### src/rtl/vga_timing_gen.sv
// vga_timing_gen: VGA raster counters with a registered output stage.
// Ports: iCLK/iRST/iEN in; oVGA_X/Y coords out; iVGA_RGB in; oVGA_RGB/HS/VS/DE/FRAME_START out.
module vga_timing_gen #(
  parameter int   H_ACTIVE = 640,
  parameter int   H_FP     = 16,
  parameter int   H_SYNC   = 96,
  parameter int   H_BP     = 48,
  parameter int   V_ACTIVE = 480,
  parameter int   V_FP     = 10,
  parameter int   V_SYNC   = 2,
  parameter int   V_BP     = 33,
  parameter logic SYNC_POL = 1'b0
) (
  input  logic        iCLK,
  input  logic        iRST,
  input  logic        iEN,
  output logic [10:0] oVGA_X,
  output logic [9:0]  oVGA_Y,
  input  logic        iVGA_R,
  input  logic        iVGA_G,
  input  logic        iVGA_B,
  output logic        oVGA_R,
  output logic        oVGA_G,
  output logic        oVGA_B,
  output logic        oVGA_HS,
  output logic        oVGA_VS,
  output logic        oVGA_DE,
  output logic        oFRAME_START
);

  localparam int H_TOTAL = H_ACTIVE + H_FP + H_SYNC + H_BP;
  localparam int V_TOTAL = V_ACTIVE + V_FP + V_SYNC + V_BP;

  localparam logic [10:0] LP_H_LAST = 11'(H_TOTAL - 1);
  localparam logic [10:0] LP_H_ACT  = 11'(H_ACTIVE);
  localparam logic [10:0] LP_HS_BEG = 11'(H_ACTIVE + H_FP);
  localparam logic [10:0] LP_HS_END = 11'(H_ACTIVE + H_FP + H_SYNC);
  localparam logic [9:0]  LP_V_LAST = 10'(V_TOTAL - 1);
  localparam logic [9:0]  LP_V_ACT  = 10'(V_ACTIVE);
  localparam logic [9:0]  LP_VS_BEG = 10'(V_ACTIVE + V_FP);
  localparam logic [9:0]  LP_VS_END = 10'(V_ACTIVE + V_FP + V_SYNC);

  logic [10:0] r_hcnt;
  logic [9:0]  r_vcnt;
  logic        r_r, r_g, r_b;
  logic        r_hs, r_vs, r_de;
  logic        r_fs;

  logic w_h_wrap;
  logic w_v_wrap;
  logic w_active;
  logic w_hs_raw;
  logic w_vs_raw;
  logic w_origin;

  assign w_h_wrap = (r_hcnt == LP_H_LAST);
  assign w_v_wrap = (r_vcnt == LP_V_LAST);
  assign w_active = (r_hcnt < LP_H_ACT) && (r_vcnt < LP_V_ACT);
  assign w_hs_raw = (r_hcnt >= LP_HS_BEG) && (r_hcnt < LP_HS_END);
  // vcnt only moves on the hcnt wrap, so VS edges land on line starts.
  assign w_vs_raw = (r_vcnt >= LP_VS_BEG) && (r_vcnt < LP_VS_END);
  assign w_origin = (r_hcnt == 11'd0) && (r_vcnt == 10'd0);

  assign oVGA_X = w_active ? r_hcnt : 11'd0;
  assign oVGA_Y = w_active ? r_vcnt : 10'd0;

  always_ff @(posedge iCLK or posedge iRST) begin
    if (iRST) begin
      r_hcnt <= 11'd0;
      r_vcnt <= 10'd0;
    end else if (iEN) begin
      if (w_h_wrap) begin
        r_hcnt <= 11'd0;
        r_vcnt <= w_v_wrap ? 10'd0 : r_vcnt + 10'd1;
      end else begin
        r_hcnt <= r_hcnt + 11'd1;
      end
    end
  end

  always_ff @(posedge iCLK or posedge iRST) begin
    if (iRST) begin
      r_de <= 1'b0;
      r_r  <= 1'b0;
      r_g  <= 1'b0;
      r_b  <= 1'b0;
      r_hs <= ~SYNC_POL;
      r_vs <= ~SYNC_POL;
    end else if (iEN) begin
      r_de <= w_active;
      r_r  <= w_active & iVGA_R;
      r_g  <= w_active & iVGA_G;
      r_b  <= w_active & iVGA_B;
      r_hs <= w_hs_raw ? SYNC_POL : ~SYNC_POL;
      r_vs <= w_vs_raw ? SYNC_POL : ~SYNC_POL;
    end
  end

  // Pulse clears on any edge so it stays one iCLK wide even at low iEN duty.
  always_ff @(posedge iCLK or posedge iRST) begin
    if (iRST) r_fs <= 1'b0;
    else      r_fs <= iEN & w_origin;
  end

  assign oVGA_R       = r_r;
  assign oVGA_G       = r_g;
  assign oVGA_B       = r_b;
  assign oVGA_HS      = r_hs;
  assign oVGA_VS      = r_vs;
  assign oVGA_DE      = r_de;
  assign oFRAME_START = r_fs;

endmodule
### config.mk
export PLATFORM = sky130hd
export DESIGN_NAME = vga_timing_gen
export DESIGN_NICKNAME = d
export VERILOG_FILES = /design/src/rtl/vga_timing_gen.sv
export SDC_FILE = /design/constraint.sdc
export NUM_CORES = 1
export LEC_CHECK = 0
export ABC_AREA = 1
export BUFFER_PORTS_ARGS = -buffer_cell sky130_fd_sc_hd__buf_2
export CORE_MARGIN = 2
export CORE_UTILIZATION = 45
export DETAILED_ROUTE_END_ITERATION = 7
export HOLD_SLACK_MARGIN = 0.1
export PLACE_DENSITY = 0.74
export SLEW_MARGIN = 20
export SYNTH_ARGS = -nofsm -noshare
export SYNTH_HDL_FRONTEND = slang
export SYNTH_SLANG_ARGS = --single-unit
### constraint.sdc
create_clock -name iCLK -period 1.49 [get_ports iCLK]
set_input_delay 0.149 -clock iCLK [delete_from_list [all_inputs] [get_ports iCLK]]
set_output_delay 0.149 -clock iCLK [all_outputs]
set_load 0.02 [all_outputs]
==> flow_summary.toml <==
[run_status]
outcome = "finished with violations"
violations = "negative setup slack"

[synthesis]
synth_ff_type = "dfrtp_1"
synthTopCellsByCount = "nand2_1 (54), nor2_1 (36), inv_1 (33), dfrtp_1 (26), nand3_1 (21)"
yosysTopAreaCell = "dfrtp_1"
netlist_area_mm2 = 0.00178
netlist_top_cells_area = "dfrtp_1 (37%), nand2_1 (11%), nor2_1 (7.6%)"
ys.warnings.count = 0
syn_inst = 240
ys_seq_elements = 28
syn_area_per_cell_um2 = 7.42
synth_top_cell_area_share = 0.365
ys_types = 28
yosysSeqAreaShare = 0.395
async_flop_share = 1.00
synth_edf_count = 0
yosysMostFrequentCell = "nand2_1"

[die]
die_w_um = 66.9
die-area_mm2 = 0.00448
row_count = 22
die_h_um = 66.9
start_util = 0.476
core_area_mm2 = 0.00374
num_io_pins = 34

[timing]
fin_ws_ns = -0.292
fin_skew_ns = 0.00363
whs_ns = 0.106
finalSetupViolCount = 23
drv_slew = 0
min_period_ns = 1.78
fmax_mhz = 561
finalSetupTns_ns = -5.46
rsz0062_at_grt = "yes"
finalHoldViolCount = 0
post-route-period-util = 1.20

[placement]
hpwlAfterDp_um = 2970
place.port_buffers = 31
place_congestion = 0.860

[clock_tree]
h-tree-depth = 1
cts-buffers-inserted = 3
clock_sinks = 28
cts_buffer_depth = 2
cts.clk_slew.worst_paths_ns = 0.10
cts_tree = "yes"
clock_latency_ns = 0.28
cts-root-buf = "clkbuf_8"

[power]
pwr-share-seq = 0.294
power_frac_comb = 0.572
sw_frac_of_total = 0.447
pwr-share-clk = 0.134
power_density_mw_per_mm2 = 1390
vdd_drop_max_mv = 0.806
power.switching_uw = 1660
p_int_uw = 2050
power.leakage_uw = 0.00134

[setup_path]
r2r_cells = 9
critPathRequiredTime_ns = 1.34
cp.arrival_ns = 1.63
endpoint_kind = "output port"
path_max_fanout = 5
critPathKind = "reg2out"
worst_setup_path_start_kind = "register"

[detailed_routing]
vias = 1878
drtIter0Drc = 149
wl_per_cell_um = 14.5
vias_per_cell = 5.23
drt_pass1_iterations = 5
postRouteAntennaNets = 0
drcViolationCount = 0
wirelength_um = 5220

[global_route]
grt_use_total = 0.221
overflow = 0
grt_antenna_before_repair = 0
grt_pass1_vias = 1636
grt_pass1_wl_um = 7490
grt_max_degree = 29

[layout]
nNetsFinal = 322
diodes = 0
area_delta_synth_final_pct = 49.9
drive_gt1_frac = 0.428
fillers = 285

[job]
maxCapViolCount = 0

[worst_hold_path]
holdPathStages = 3
hold_path.class = "in2reg"
[timing repair]
action                     CTS  global route
hold endpoints to repair    28             0
pin swaps                    4            12
setup buffers                5            13
hold buffers                 3             0
gates resized for setup     32            60
gates cloned                 2             3
setup endpoints to repair   19            36
[metal layers]
metal  vias to the layer above  routed length, µm  share of wire  global-route usage
met5                         -                  0              0                   0
met4                         0                 81          0.016              0.0536
met3                        10                307          0.059              0.0405
met2                        75               2690           0.52               0.395
met1                       889               2140           0.41               0.273
li1                        904                  -              -                   -
[state kept, by name (all words and copies together), names as in the netlist]
name          cells
oVGA_HS           1
oFRAME_START      1
r_hcnt           11
r_vcnt           10
oVGA_VS           1
oVGA_DE           1
oVGA_G            1
oVGA_R            1
oVGA_B            1
[through the flow]
step | instance area (µm²) | cells | worst slack (ns) | util | power, µW
final | 2670 | 359 | -0.292 | 0.714 | 3710
after global routing | 2670 | 359 | -0.358 | 0.714 | 3920
after CTS | 2290 | 343 | -0.228 | 0.612 | 3170
after detailed placement | 2080 | 329 | -0.0474 | 0.554 | 2390
after global placement | 2080 | 329 | -0.0263 | 0.554 | 2360
after floorplan | 1790 | 241 | 0.00362 | - | 1960
[power by group through the flow]
| stage | Clock, µW | Combinational [µW] | Sequential [µW] |
|---|---|---|---|
| 3_5_place_dp | 0 | 1310 | 1080 |
| 6_report | 499 | 2120 | 1090 |
| 5_1_grt | 541 | 2270 | 1110 |
| 2_1_floorplan | 0 | 857 | 1100 |
| 4_1_cts | 503 | 1600 | 1070 |
| 3_3_place_gp | 0 | 1290 | 1080 |
[final timing paths]
kind	from	end	slack, ns
setup / recovery	r_hcnt[9]	oVGA_X[0]	-0.29
hold reg to reg	oVGA_DE	oVGA_DE	0.50
max in group asynchronous	iRST	oVGA_HS	0.71
hold / removal	iVGA_R	oVGA_R	0.11
min in group asynchronous	iRST	r_vcnt[7]	0.46
setup reg to reg	r_hcnt[9]	oVGA_G	-0.13
[layout make-up]
cell class                 instances  area, µm²  share of cell area
inverter                          35        131              0.0492
clock buffer                       4       55.1              0.0206
timing repair buffer              71        618               0.231
sequential                        28        704               0.264
tap                               48       60.1              0.0225
multi-input combinational        173       1100               0.413
[layout by cell type, fill, tap and decap left out, drive strengths merged]
cell type and n:
nand4 7, buf 66, clkbuf 6, dfrtp 26, nor3 9, nand3 21, inv 35, ha 4
dlygate4sd3 3, or2 1, conb 2, o21ai 16, a41oi 1, nand2 61, dfstp 2, nor3b 1
xor2 7, nor4 2, nor2 40, o22a 1
[kinds of logic (layout without fill, tap and decap cells)]
| logic type | Yosys count | after routing | share of synthesized area |
|---|---|---|---|
| simple gates | 139 | 142 | 0.357 |
| buf+inv | 43 | 110 | 0.110 |
| xor+xnor | 7 | 7 | 0.0344 |
| other cells | 1 | 2 | 0.00210 |
| compound gates | 18 | 18 | 0.0737 |
| fa+ha+maj | 4 | 4 | 0.0281 |
| flops | 28 | 28 | 0.395 |
[critical path, cell delays in order (launching register included)]
cell	delay, ns
dfrtp_1	0.42
nand2_2	0.09
inv_2	0.05
nor3b_4	0.27
buf_6	0.19
nand2_8	0.10
nor2_4	0.11
buf_6	0.12
(Power assumes the default switching activity.)
